`src/rtl/hamming_tx_ctrl_pkg.sv`:
```
// rtl/hamming_tx_ctrl_pkg.sv - shared widths, frame constants and FSM encoding for the Hamming transmit path
package hamming_tx_ctrl_pkg;

    localparam int DATA_W      = 8;
    localparam int CODE_W      = 12;
    localparam int FRAME_BITS  = 14;
    localparam int INJ_POS_MAX = 11;

    typedef enum logic [1:0] {
        IDLE  = 2'd0,
        START = 2'd1,
        DATA  = 2'd2,
        STOP  = 2'd3
    } tx_state_t;

endpackage

```
`src/rtl/hamming.sv`:
```
// rtl/hamming.sv - combinational 8->12 Hamming encoder
// Codeword bit i is Hamming position i+1; parity sits at positions 1,2,4,8.
module hamming
    import hamming_tx_ctrl_pkg::*;
(
    input  logic [DATA_W-1:0] data,
    output logic [CODE_W-1:0] code
);

    logic p1, p2, p4, p8;

    assign p1 = data[0] ^ data[1] ^ data[3] ^ data[4] ^ data[6];
    assign p2 = data[0] ^ data[2] ^ data[3] ^ data[5] ^ data[6];
    assign p4 = data[1] ^ data[2] ^ data[3] ^ data[7];
    assign p8 = data[4] ^ data[5] ^ data[6] ^ data[7];

    assign code = {data[7], data[6], data[5], data[4], p8,
                   data[3], data[2], data[1], p4, data[0], p2, p1};

endmodule

```
`src/rtl/hamming_baud_tick.sv`:
```
// rtl/hamming_baud_tick.sv - CLKS_PER_BIT divider with synchronous clear and end-of-bit pulses
module hamming_baud_tick #(
    parameter int CLKS_PER_BIT = 4
) (
    input  logic clk,
    input  logic rst,
    input  logic clear,
    input  logic en,
    output logic bit_end,
    output logic pre_end
);

    localparam int CNT_W = (CLKS_PER_BIT > 1) ? $clog2(CLKS_PER_BIT) : 1;

    logic [CNT_W-1:0] cnt;

    assign bit_end = en && (cnt == CNT_W'(CLKS_PER_BIT - 1));
    // pre_end flags the cycle before bit_end so the FSM can register frame_done
    assign pre_end = en && (CLKS_PER_BIT > 1) && (cnt == CNT_W'(CLKS_PER_BIT - 2));

    always_ff @(posedge clk or posedge rst) begin
        if (rst) begin
            cnt <= '0;
        end else if (clear || bit_end) begin
            cnt <= '0;
        end else if (en) begin
            cnt <= cnt + 1'b1;
        end
    end

endmodule

```
`src/rtl/hamming_tx_ctrl.sv`:
```
// rtl/hamming_tx_ctrl.sv - byte-in, framed serial Hamming codeword out (start, 12 code bits LSB first, stop)
// Optional HAMMING_ERR_INJECT_EN adds inj_en/inj_pos to flip one codeword bit at load time.
module hamming_tx_ctrl
    import hamming_tx_ctrl_pkg::*;
#(
    parameter int CLKS_PER_BIT = 4
) (
    input  logic              clk,
    input  logic              rst,
    input  logic [DATA_W-1:0] in_data,
    input  logic              in_valid,
    output logic              in_ready,
`ifdef HAMMING_ERR_INJECT_EN
    input  logic              inj_en,
    input  logic [3:0]        inj_pos,
`endif
    output logic              tx,
    output logic              busy,
    output logic              frame_done
);

    tx_state_t         state;
    logic [CODE_W-1:0] code;
    logic [CODE_W-1:0] load_code;
    logic [CODE_W-1:0] shift_reg;
    logic [3:0]        bit_cnt;
    logic              accept;
    logic              bit_end;
    logic              pre_end;

    hamming u_enc (
        .data (in_data),
        .code (code)
    );

`ifdef HAMMING_ERR_INJECT_EN
    assign load_code = code ^ ((inj_en && (inj_pos <= 4'(INJ_POS_MAX)))
                               ? (CODE_W'(1) << inj_pos) : '0);
`else
    assign load_code = code;
`endif

    assign accept = (state == IDLE) && in_valid && in_ready;

    hamming_baud_tick #(
        .CLKS_PER_BIT (CLKS_PER_BIT)
    ) u_baud (
        .clk     (clk),
        .rst     (rst),
        .clear   (state == IDLE),
        .en      (state != IDLE),
        .bit_end (bit_end),
        .pre_end (pre_end)
    );

    always_ff @(posedge clk or posedge rst) begin
        if (rst) begin
            state      <= IDLE;
            tx         <= 1'b1;
            in_ready   <= 1'b0;
            busy       <= 1'b0;
            frame_done <= 1'b0;
            shift_reg  <= '0;
            bit_cnt    <= '0;
        end else begin
            case (state)
                IDLE: begin
                    frame_done <= 1'b0;
                    if (accept) begin
                        state     <= START;
                        shift_reg <= load_code;
                        tx        <= 1'b0;
                        in_ready  <= 1'b0;
                        busy      <= 1'b1;
                    end else begin
                        in_ready  <= 1'b1;
                    end
                end
                START: begin
                    if (bit_end) begin
                        state <= DATA;
                        tx    <= shift_reg[0];
                    end
                end
                DATA: begin
                    if (bit_end) begin
                        shift_reg <= shift_reg >> 1;
                        if (bit_cnt == 4'(CODE_W - 1)) begin
                            bit_cnt    <= '0;
                            state      <= STOP;
                            tx         <= 1'b1;
                            // a one-cycle stop bit is its own last cycle
                            frame_done <= (CLKS_PER_BIT == 1);
                        end else begin
                            bit_cnt <= bit_cnt + 4'd1;
                            tx      <= shift_reg[1];
                        end
                    end
                end
                STOP: begin
                    if (bit_end) begin
                        state      <= IDLE;
                        in_ready   <= 1'b1;
                        busy       <= 1'b0;
                        frame_done <= 1'b0;
                    end else begin
                        frame_done <= pre_end;
                    end
                end
            endcase
        end
    end

endmodule
```
`config.mk`:
```
export PLATFORM = sky130hd
export DESIGN_NAME = hamming_tx_ctrl
export DESIGN_NICKNAME = d
export VERILOG_FILES = /design/src/rtl/hamming_tx_ctrl_pkg.sv /design/src/rtl/hamming.sv /design/src/rtl/hamming_baud_tick.sv /design/src/rtl/hamming_tx_ctrl.sv
export SDC_FILE = /design/constraint.sdc
export NUM_CORES = 1
export LEC_CHECK = 0
export CAP_MARGIN = 20
export CORE_MARGIN = 3
export CORE_UTILIZATION = 49
export CTS_CLUSTER_SIZE = 28
export DETAILED_ROUTE_END_ITERATION = 8
export DONT_BUFFER_PORTS = 1
export PLACE_DENSITY = 0.61
export SKIP_CTS_REPAIR_TIMING = 1
export SLEW_MARGIN = 20
export SYNTH_ARGS = -nofsm -noshare
export SYNTH_HDL_FRONTEND = slang
export SYNTH_HIERARCHICAL = 1
export SYNTH_SLANG_ARGS = --single-unit
```
`constraint.sdc`:
```
create_clock -name clk -period 3.7 [get_ports clk]
set_input_delay 0.37 -clock clk [delete_from_list [all_inputs] [get_ports clk]]
set_output_delay 0.37 -clock clk [all_outputs]
set_load 0.02 [all_outputs]
```
==> impl_metrics.py <==
metrics = {
    "worst_setup_path": {
        "end_kind": "flip-flop",
        "start_kind": "flip-flop",
        "critical_path_required_ns": 3.94,
        "crit_fanout": 24,
        "critPathKind": "reg2reg",
        "critPathArrivalTime_ns": 2.76,
    },
    "yosys": {
        "async_reset_ff_frac": 1.00,
        "postSynthCellCount": 149,
        "synth_top_family_by_area": "simple AND/OR/NAND/NOR gates",
        "synthAdderAreaFrac": 0.0651,
        "synth_cell_types": 43,
        "synth_edf_count": 0,
        "synth_compound_area_frac": 0.127,
        "synth-simple-area-share": 0.131,
        "syn_area_per_cell_um2": 10.3,
        "synth_fp_nets": 168,
        "ys_seq_area_frac": 0.392,
        "synth.area.mux_share": 0.110,
        "synth_area_um2": 1540,
        "synthFlopType": "dfrtp_1",
        "synth_xor_area_frac": 0.0806,
        "synth_warnings": 6,
        "ys_ff_latch": 24,
    },
    "global_route": {
        "grt_use_total": 0.148,
        "grt_start_max_net_pins": 25,
        "grt_first_pass_wirelength_um": 4190,
        "antenna_found_initial": 0,
        "first_global_vias": 940,
        "grt_overflow": 0,
        "busiest_layer": "met2",
        "grt_use_met2": 0.243,
        "met3_usage": 0.0558,
        "grt.met1_usage": 0.187,
    },
    "routing": {
        "drt-pass1-iter-count": 4,
        "wirelength_um": 2460,
        "drc": 0,
        "drt-initial-drc-count": 60,
        "num_vias": 956,
        "wl_per_cell_um": 13.7,
        "antenna_left": 0,
        "via_per_inst": 5.31,
    },
    "cts": {
        "cts_root_buffer": "clkbuf_4",
        "tritoncts": "done",
        "numCtsBuffers": 3,
        "clockBufferDepth": 2,
        "clkTransAtPathRegs_ns": 0.13,
        "h-tree-depth": 1,
        "clk_latency_ns": 0.31,
        "cts_sinks": 24,
    },
    "timing": {
        "slew_violations": 0,
        "finalSetupTns_ns": 0,
        "finalSetupViolCount": 0,
        "finalHoldViolCount": 0,
        "tightest_slew_ns": 0.998,
        "period_needed_ns": 2.51,
        "maxSlewHeadroom": 0.335,
        "rsz0062_at_grt": "no",
        "fin_skew_ns": 0.00285,
        "min_period_over_period": 0.679,
        "timing.fmax_mhz": 398,
    },
    "placed_design": {
        "place.gp.congestion": 0.764,
        "hpwl_um": 1820,
        "dpl_cell_area_um2": 1470,
        "portBuffers": 0,
        "numPlacedInstances": 175,
    },
    "floorplanning": {
        "die-width_um": 62.0,
        "io_pins": 15,
        "die_h_um": 62.0,
        "start_util": 0.534,
        "core-area_um2": 2880,
        "std_cell_rows": 19,
        "dieArea_um2": 3840,
    },
    "power_and_ir_drop": {
        "p_leak_nw": 0.760,
        "finalPower_w": 0.000414,
        "ir_worst_vdd_v": 0.000205,
        "p_per_area_nw_per_um2": 274,
    },
    "flow_run": {
        "drv_cap": 0,
    },
    "cells_and_area": {
        "antenna_cells": 0,
        "largest_reg_flops": 12,
        "nets": 158,
        "drive_gt1_frac": 0.116,
        "finish.instance_area_um2": 1510,
        "area_growth_pct": -1.71,
        "final_cells": 180,
        "nFillCells": 266,
    },
    "run_status": {
        "status": "finished clean",
    },
    "hold_path": {
        "holdCritPathClass": "in2async",
    },
}
==> per-layer routing <==
metal  share of wire  vias to the layer above
met1            0.48                      458
li1                -                      481
met4          0.0053                        0
met3           0.043                        2
met5               0                        -
met2            0.47                       15
==> final timing paths <==
path	from	endpoint	slack, ns	cells after the start
worst max-delay path	state[0]	shift_reg[10]	1.19	6
worst min-delay path	rst	state[0]	0.1	1
worst max register to register	state[0]	shift_reg[10]	1.19	6
worst min register to register	shift_reg[4]	shift_reg[4]	0.54	2
max in group asynchronous	rst	shift_reg[11]	3.09	1
min in group clk	in_data[7]	shift_reg[11]	0.20	2
==> area by class of cell <==
type / instances / area (um^2) / area share
sequential: 24 / 602 / 0.399
multi-input combinational: 101 / 790 / 0.523
tap: 42 / 52.6 / 0.0348
clock buffer: 4 / 26.3 / 0.0174
timing repair buffer: 1 / 10.0 / 0.00663
inverter: 8 / 30.0 / 0.0199
==> cells in the mapped netlist (2+ instances only) <==
cell type	count	share of area
buf_2	2	0.0065
xnor2_1	5	0.029
mux2i_1	12	0.078
buf_4	14	0.068
xor2_1	2	0.011
ha_1	8	0.065
dfrtp_1	23	0.37
mux2_2	2	0.015
nor3_1	2	0.0065
nand2_1	5	0.012
o21ai_0	5	0.016
and2_2	2	0.0098
nor2_1	17	0.042
nand3_1	2	0.0065
nand3b_1	2	0.0098
inv_1	7	0.017
a21oi_1	13	0.042
==> worst max-delay path: stages, from the launching register on <==
cell     delay, ns
dfrtp_1       0.43
inv_1         0.14
ha_1          0.84
nor2_1        0.18
nor3_4        0.63
nor2_1        0.08
a21oi_1       0.15
==> metrics by stage <==
step	setup slack (ns)	util	hold slack [ns]
2_1_floorplan	1.86	-	0.111
3_3_place_gp	1.29	0.512	0.115
3_5_place_dp	1.18	0.512	0.116
4_1_cts	1.16	0.522	-0.241
5_1_grt	0.867	0.525	0.148
6_report	1.19	0.525	0.0975
==> report_power, final <==
group,switching (W),internal (W),total [W]
Clock,0.0000765,0.0000421,0.000119
Combinational,0.0000135,0.0000166,0.0000301
Sequential,0.00000137,0.000264,0.000265
==> logic make-up (layout without fill, tap and decap cells) <==
family	Yosys count	after routing
buffers and inverters	24	13
muxes	16	16
DFF	24	24
xor gates and xnor gates	10	10
adders and majority gates	8	8
AOI/OAI and AO/OA	29	29
and+or+nand+nor	38	38
==> layout by cell type (no fill, tap or decap), types with 2 or more instances in the layout <==
| cell | netlist | final |
|---|---|---|
| clkbuf_4 | 0 | 3 |
| dfrtp_1 | 23 | 23 |
| mux2_2 | 2 | 2 |
| and2_2 | 2 | 2 |
| nand3b_1 | 2 | 2 |
| ha_1 | 8 | 8 |
| o21ai_0 | 5 | 5 |
| nand3_1 | 2 | 2 |
| nor2_1 | 17 | 17 |
| xnor2_1 | 5 | 5 |
| inv_1 | 7 | 7 |
| mux2i_1 | 12 | 12 |
| nand2_1 | 5 | 5 |
| a21oi_1 | 13 | 13 |
| xor2_1 | 2 | 2 |
| nor3_1 | 2 | 2 |
Note: power is estimated with default switching activity, not from simulation.
